## config.mk

```make
export PLATFORM = sky130hd
export DESIGN_NAME = hamming_seq_ctrl
export DESIGN_NICKNAME = d
export VERILOG_FILES = /design/src/rtl/hamming_pkg.sv /design/src/rtl/hamming_enc.sv /design/src/rtl/hamming_seq_ctrl.sv
export SDC_FILE = /design/constraint.sdc
export NUM_CORES = 1
export LEC_CHECK = 0
export BUFFER_PORTS_ARGS = -buffer_cell sky130_fd_sc_hd__buf_2
export CAP_MARGIN = 20
export CORE_UTILIZATION = 41
export DETAILED_ROUTE_END_ITERATION = 8
export GPL_ROUTABILITY_DRIVEN = 1
export GPL_TIMING_DRIVEN = 0
export RECOVER_POWER = 25
export SETUP_SLACK_MARGIN = 0.4
export SYNTH_ARGS = -nofsm -noshare
export SYNTH_HDL_FRONTEND = slang
export SYNTH_HIERARCHICAL = 1
export SYNTH_SLANG_ARGS = --single-unit
export TNS_END_PERCENT = 30
```

## constraint.sdc

```tcl
create_clock -name clk -period 3.7 [get_ports clk]
set_clock_uncertainty 0.05 [all_clocks]
set_input_delay 0.37 -clock clk [delete_from_list [all_inputs] [get_ports clk]]
set_output_delay 0.37 -clock clk [all_outputs]
set_load 0.02 [all_outputs]
```

## src/rtl/hamming_pkg.sv

```systemverilog
// Shared types and sizes for the Hamming SECDED (16,11) encode/decode jobs.
package hamming_pkg;

    localparam int MSG_BITS = 11;
    localparam int CW_BITS  = 16;

    typedef enum logic [2:0] {
        IDLE  = 3'd0,
        RD_LO = 3'd1,
        RD_HI = 3'd2,
        WR_LO = 3'd3,
        WR_HI = 3'd4,
        DONE  = 3'd5
    } seq_state_t;

endpackage

```

## src/rtl/hamming_enc.sv

```systemverilog
// Combinational SECDED (16,11) encoder: data bits fill the non-power-of-two
// positions, p1/p2/p4/p8 sit at positions 1/2/4/8 and p0 makes the word even.
module hamming_enc
    import hamming_pkg::*;
(
    input  logic [MSG_BITS:1]  d,
    output logic [CW_BITS-1:0] enc
);

    logic p8;
    logic p4;
    logic p2;
    logic p1;
    logic p0;

    // Parity generation and codeword assembly.
    always_comb begin
        p8  = ^d[11:5];
        p4  = (^d[11:8]) ^ (^d[4:2]);
        p2  = d[11] ^ d[10] ^ d[7] ^ d[6] ^ d[4] ^ d[3] ^ d[1];
        p1  = d[11] ^ d[9]  ^ d[7] ^ d[5] ^ d[4] ^ d[2] ^ d[1];
        p0  = (^d) ^ p8 ^ p4 ^ p2 ^ p1;
        enc = {d[11:5], p8, d[4:2], p4, d[1], p2, p1, p0};
    end

endmodule

```

## src/rtl/hamming_seq_ctrl.sv

```systemverilog
// Program-1 sequencer: reads NUM_MSG 11-bit messages, SECDED-encodes them and
// writes the codewords back, owning the data-memory port while it runs.
module hamming_seq_ctrl
    import hamming_pkg::*;
#(
    parameter int unsigned AW       = 8,
    parameter int unsigned SRC_BASE = 0,
    parameter int unsigned DST_BASE = 30,
    parameter int unsigned NUM_MSG  = 15
)(
    input  logic          clk,
    input  logic          reset,
    input  logic          start,
    output logic          done,
    input  logic [AW-1:0] cpu_addr,
    input  logic          cpu_wr_en,
    input  logic [7:0]    cpu_wdata,
    output logic          cpu_stall,
    output logic [AW-1:0] mem_addr,
    output logic          mem_wr_en,
    output logic [7:0]    mem_wdata,
    input  logic [7:0]    mem_rdata
);

    localparam logic [AW-1:0] SRC      = AW'(SRC_BASE);
    localparam logic [AW-1:0] DST      = AW'(DST_BASE);
    localparam logic [AW-1:0] ADDR_ONE = AW'(1);
    localparam logic [AW-2:0] LAST_IDX = (AW-1)'(NUM_MSG - 1);
    localparam logic [AW-2:0] IDX_ONE  = (AW-1)'(1);

    seq_state_t           state;
    seq_state_t           next_state;
    logic                 start_q;
    logic                 launch;
    logic                 last;
    logic [AW-2:0]        msg_idx;
    logic [7:0]           lo_q;
    logic [2:0]           hi_q;
    logic [AW-1:0]        src_addr;
    logic [AW-1:0]        dst_addr;
    logic [MSG_BITS:1]    d;
    logic [CW_BITS-1:0]   enc;
    logic                 unused_rdata;

    assign launch       = start_q & ~start;
    assign last         = (msg_idx == LAST_IDX);
    assign src_addr     = SRC + {msg_idx, 1'b0};
    assign dst_addr     = DST + {msg_idx, 1'b0};
    assign d            = {hi_q, lo_q};
    assign unused_rdata = ^mem_rdata[7:3];

    hamming_enc u_enc (
        .d   (d),
        .enc (enc)
    );

    // State register.
    always_ff @(posedge clk or posedge reset) begin
        if (reset) begin
            state <= IDLE;
        end else begin
            state <= next_state;
        end
    end

    // Next-state logic; a start falling edge only matters while not running.
    always_comb begin
        next_state = state;
        case (state)
            IDLE:    if (launch) next_state = RD_LO; else next_state = IDLE;
            RD_LO:   next_state = RD_HI;
            RD_HI:   next_state = WR_LO;
            WR_LO:   next_state = WR_HI;
            WR_HI:   if (last) next_state = DONE; else next_state = RD_LO;
            DONE:    if (launch) next_state = RD_LO; else next_state = DONE;
            default: next_state = IDLE;
        endcase
    end

    // Datapath: start edge detect, message capture, index and done flag.
    always_ff @(posedge clk or posedge reset) begin
        if (reset) begin
            start_q <= 1'b0;
            msg_idx <= {(AW-1){1'b0}};
            lo_q    <= 8'h00;
            hi_q    <= 3'b000;
            done    <= 1'b0;
        end else begin
            start_q <= start;
            case (state)
                IDLE, DONE: begin
                    if (launch) begin
                        msg_idx <= {(AW-1){1'b0}};
                        done    <= 1'b0;
                    end
                end
                RD_LO: lo_q <= mem_rdata;
                RD_HI: hi_q <= mem_rdata[2:0];
                WR_HI: begin
                    if (last) begin
                        done <= 1'b1;
                    end else begin
                        msg_idx <= msg_idx + IDX_ONE;
                    end
                end
                default: begin
                end
            endcase
        end
    end

    // Port mux: core passes through when idle, otherwise the sequencer drives and the core stalls.
    always_comb begin
        mem_addr  = cpu_addr;
        mem_wr_en = cpu_wr_en;
        mem_wdata = cpu_wdata;
        cpu_stall = 1'b0;
        case (state)
            IDLE, DONE: begin
                mem_addr  = cpu_addr;
                mem_wr_en = cpu_wr_en;
                mem_wdata = cpu_wdata;
                cpu_stall = 1'b0;
            end
            RD_LO: begin
                mem_addr  = src_addr;
                mem_wr_en = 1'b0;
                mem_wdata = 8'h00;
                cpu_stall = 1'b1;
            end
            RD_HI: begin
                mem_addr  = src_addr + ADDR_ONE;
                mem_wr_en = 1'b0;
                mem_wdata = 8'h00;
                cpu_stall = 1'b1;
            end
            WR_LO: begin
                mem_addr  = dst_addr;
                mem_wr_en = 1'b1;
                mem_wdata = enc[7:0];
                cpu_stall = 1'b1;
            end
            WR_HI: begin
                mem_addr  = dst_addr + ADDR_ONE;
                mem_wr_en = 1'b1;
                mem_wdata = enc[15:8];
                cpu_stall = 1'b1;
            end
            default: begin
                mem_wr_en = 1'b0;
                cpu_stall = 1'b0;
            end
        endcase
    end

endmodule

```

==> results of run 1 <==
stage by stage:
| step | cells | util | hold WS (ns) | setup WS [ns] | cell area (um^2) |
|---|---|---|---|---|---|
| final | 313 | 0.511 | 0.171 | 0.817 | 2240 |
| after floorplan | 211 | - | 0.322 | 1.31 | 1900 |
| after global routing | 313 | 0.511 | 0.161 | 0.687 | 2240 |
| after global placement | 309 | 0.500 | 0.448 | 1.10 | 2190 |
| after detailed placement | 309 | 0.500 | 0.447 | 1.10 | 2190 |
| after CTS | 313 | 0.511 | 0.166 | 0.794 | 2240 |
cell usage after synthesis (2+ instances only):
cell	instances
nand2b_1	3
inv_1	9
nor2_1	7
xnor2_1	14
clkbuf_1	8
o22ai_1	2
nor3b_1	2
dfrtp_1	23
nor4b_4	2
and3_1	2
o211ai_1	2
a31oi_1	13
xor2_1	4
nand3_1	3
nor2b_1	2
a221oi_1	8
a21oi_1	10
nor3_1	2
o21ai_0	13
or4_1	2
ha_1	3
mux2_2	11
buf_6	3
a21o_1	3
a221o_1	5
nand2_1	21
buf_4	17
sequential cells by signal, indices dropped and copies added, names as in the netlist:
signal	count
msg_idx	7
hi_q	3
state	3
lo_q	8
done	1
start_q	1
cell type report:
type                    instances  area (um^2)
plain buffers                  29          195
fillers                       439         2140
well taps                      52         65.1
flip-flops and latches         23          576
clock buffers                   3         41.3
inverters                      10         37.5
clock inverters                 1         7.51
repair buffers                 46          230
multi-input cells             149         1090
layer usage:
layer  up-vias  global-route usage  wire length (um)
li1        850                   -                 -
met1       752               0.266              2170
met2        39               0.259              1690
met3         4              0.0303               212
met4         0              0.0578                41
met5         -                   0                 0
how the worst max path moves through the flow:
stage	start	endpoint	slack [ns]	cells past startpoint
after global placement	hi_q[1]	mem_wdata[0]	1.10	7
final	hi_q[1]	mem_wdata[0]	0.82	7
after CTS	hi_q[1]	mem_wdata[0]	0.79	7
after detailed placement	hi_q[1]	mem_wdata[0]	1.10	7
after global routing	hi_q[1]	mem_wdata[0]	0.69	7
after floorplan	hi_q[1]	mem_wdata[0]	1.31	6
kinds of logic after synthesis:
group,synth area share
AO/OA/AOI/OAI,0.215
AND/OR/NAND/NOR,0.165
buffers and inverters,0.123
flip-flops,0.304
XOR/XNOR,0.108
multiplexers,0.0653
adder cells (fa/ha/maj),0.0198
==> metrics.cfg, run 1 <==
[floorplan]
pin_count=47
core_area_um2=4380
dieArea_um2=4900
die_x_um=70.0
dieHeight_um=70.0
fp-row-count=24
start_util=0.432

[layout]
area_growth_pct=18.2
drive_above_1_share=0.341
final_common_cell=buf_2
layout_common_cells=buf_2, dfrtp_1, nand2_1
insertedDiodeCount=0
fin_nets=293

[timing]
slew_viol_final=0
setup_tns_ns=0
rsz0062_at_grt=no
tightestPinTransition_ns=0.868
fin_crit_sh=0.779
setup-violations-final=0
fmax_mhz=347
maxSlewHeadroom=0.421
hold_violations=0
fin_crit_ns=2.88

[clock_network]
numClockSinks=23
cts-resized-gates=0
cts_setup_buffers=0
clk_pin_slew_ns=0.08
cts_tree=built
cts_root_buf=clkbuf_8
clockBufferDepth=2
clk_latency_ns=0.27
cts_buffers=3
htree_levels=1
cts_hold_buf=0

[route]
drt_iter0_drc=112
vias_per_cell=5.26
drt-total-wl_mm=4.12
dr.pass1.iters=4
drc=0
vias=1645
drt-wirelength-per-cell_um=13.2
ant_nets=0

[grt]
grt_pass1_vias=1488
antenna_found_initial=0
grt_pass1_wl_mm=7.04
grt_usage=0.178
grt_max_degree=24
grt_overflow=0

[worst_setup_path]
r2r_slack_ns=1.83
end_kind=output port
slowest_delay_ns=0.51
cp_data_arrival_time_ns=2.46
startpoint_type=register
r2r_cells=5
crit_slowest_cell=xnor3_2
r2r_end=msg_idx[1]
crit_type=reg -> out
crit_chain=xnor2_1 > xnor3_2 > xor3_1 > buf_4 > a221oi_1 > a31oi_1 > buf_2
cp_top_family=XOR/XNOR gates
worstPathRequired_ns=3.28
rr_startpoint=state[1]
crit_buf_inv=2
crit_path_max_fanout=4

[synthesis]
syn_inst=211
ys.flop_type=dfrtp_1
synth_area_per_cell_um2=8.98
yosysWarnings=6
ys_types=44
ys_seq_area_frac=0.304
ys_seq_elements=23
synth_nets=242
synth_area_leaders=dfrtp_1, buf_4, mux2_2, xnor2_1, a31oi_1
syn-cell-area_um2=1900
synth_edf_count=0
async_flop_share=1.00
yosys.area.top_type=dfrtp_1
netlist.area_leader.share=0.304

[place]
gp_congestion=0.767
hpwl_mm=3.21
numPortBuffers=46

[min_path]
hold_path_end=start_q
min-delay-start=start
hold_class=in -> reg
hold_depth=1

[run_status]
outcome=finished, final reports clean

[flow_run]
cap_violations=0

Power of run 1 is not shown: default switching activity piles up to over one toggle a cycle in this logic, so the estimate is an artifact.
==> inputs of run 2 (changes only) <==
- PLACE_DENSITY: default -> 0.67
- clock period: 3.7 -> 2.65 ns (I/O delays scaled with it)
==> run 2 against run 1 <==
Sequential share of layout area is 2.2 points lower. Worst setup slack worse by 0.67 ns. Final area is 11% higher. First-iteration DRC count is 37% lower. Utilization is 5.7 points higher. Routed wire length is 9.3% higher. Final cell count is 4.5% higher. Die area stayed put. Clock-buffer cell count stayed put. Via count is 6.3% higher.
==> metrics.cfg, run 2 (synthesized netlist as in run 1, its figures left out) <==
[run_status]
outcome=finished, final reports clean

[worst_setup_path]
crit_buf_inv=2
end_kind=output port
r2r_cells=5
r2r_end=msg_idx[1]
crit_slowest_cell=dfrtp_2
crit_cells=7
worstPathRequired_ns=2.34
cp_data_arrival_time_ns=2.19
path_common_cell=buf_4
startpoint_type=register
r2r_slack_ns=0.83
crit_chain=xor2_4 > xnor2_2 > xor3_1 > buf_4 > a221oi_2 > a31oi_2 > buf_4
rr_startpoint=state[1]
crit_type=reg -> out
cp_top_family=XOR/XNOR gates
slowest_delay_ns=0.48
crit_path_max_fanout=4

[timing]
slew_viol_final=0
maxSlewHeadroom=0.447
fin_crit_sh=0.946
hold_violations=0
rsz0062_at_grt=yes
setup_tns_ns=0
fin_crit_ns=2.51
fmax_mhz=399
setup-violations-final=0
tightestPinTransition_ns=0.828

[clock_network]
numClockSinks=23
clockBufferDepth=2
cts_buffers=3
clk_latency_ns=0.26
htree_levels=1
cts_tree=built
cts_root_buf=clkbuf_8
clk_pin_slew_ns=0.08

[layout]
fin_nets=307
fillers=383
insertedDiodeCount=0
layout_common_cells=buf_2, buf_4, nand2_1
top_register=lo_q
multi_input_area_um2=1200
drive_above_1_share=0.476
largest_register_ffs=8
seq_area_um2=584
largest_registers=lo_q: 8 flops, msg_idx: 7 flops
area_growth_pct=31.4
final_common_cell=buf_2

[floorplan]
dieHeight_um=70.0
start_util=0.432
die_x_um=70.0
pin_count=47
fp-row-count=24
core_area_um2=4380
dieArea_um2=4900

[flow_run]
cap_violations=0

[grt]
grt_usage=0.192
grt_overflow=0
grt_pass1_wl_mm=7.68
grt_pass1_vias=1652
grt_max_degree=24
antenna_found_initial=0

[route]
drt-wirelength-per-cell_um=13.8
drt-total-wl_mm=4.51
drc=0
vias=1748
dr.pass1.iters=4
vias_per_cell=5.35
drt_iter0_drc=71
ant_nets=0

[min_path]
hold_class=in -> reg
hold_path_end=start_q
hold_depth=1
min-delay-start=start

[place]
hpwl_mm=3.17
numPortBuffers=46
gp_congestion=0.883

run 2: cell types whose count changed in the layout (fill, tap and decap cells not counted), sizes merged:
cell / delta
buf: +13
clkbuf: +1
run 2: worst max path at each step:
| stage | end | startpoint |
|---|---|---|
| 2_1_floorplan | mem_wdata[0] | lo_q[5] |
| 3_3_place_gp | mem_wdata[0] | lo_q[5] |
| 3_5_place_dp | mem_wdata[0] | lo_q[5] |
| 4_1_cts | mem_wdata[2] | hi_q[1] |
| 5_1_grt | mem_wdata[2] | lo_q[6] |
| 6_report | mem_wdata[0] | lo_q[6] |
run 2: worst reg2reg max path: cells and delay by family, from the launching register on:
| kind | cells | cell delay [ns] |
|---|---|---|
| AOI/OAI and AO/OA | 2 | 0.12 |
| buffers and inverters | 1 | 0.19 |
| and+or+nand+nor | 2 | 0.98 |
| DFF | 1 | 0.40 |
run 2: repair_timing:
item	in CTS	in global routing
cloned	1	0
setup buffers	7	6
endpoints found under the setup margin	15	16
pin swaps	7	4
hold buffers	0	0
gates resized for setup	20	19
run 2: layout make-up:
cell class,instances,share of cell area
Clock buffer,3,0.0166
Tap cell,52,0.0261
Sequential cell,23,0.235
Buffer,29,0.0804
Timing Repair Buffer,60,0.141
Multi-Input combinational cell,149,0.484
Inverter,10,0.0151
Clock inverter,1,0.00301
run 2: routing by layer:
metal  vias to the layer above  track usage  wire, um
met5                         -            0         0
met3                         9       0.0317       156
met4                         0       0.0444        56
met2                        38        0.297      2060
met1                       821        0.281      2240
li1                        880            -         -
run 2: metrics by stage:
stage               cell area [um^2]  setup WS, ns  hold slack [ns]   util  cells
floorplan                       1910         0.440            0.217      -    211
global placement                2200         0.211            0.347  0.503    309
detailed placement              2200         0.213            0.344  0.503    309
CTS                             2400         0.111           0.0711  0.547    321
global route                    2490        0.0612           0.0803  0.568    327
finish                          2490         0.143           0.0760  0.568    327
Power of run 2 is left out for the same reason.
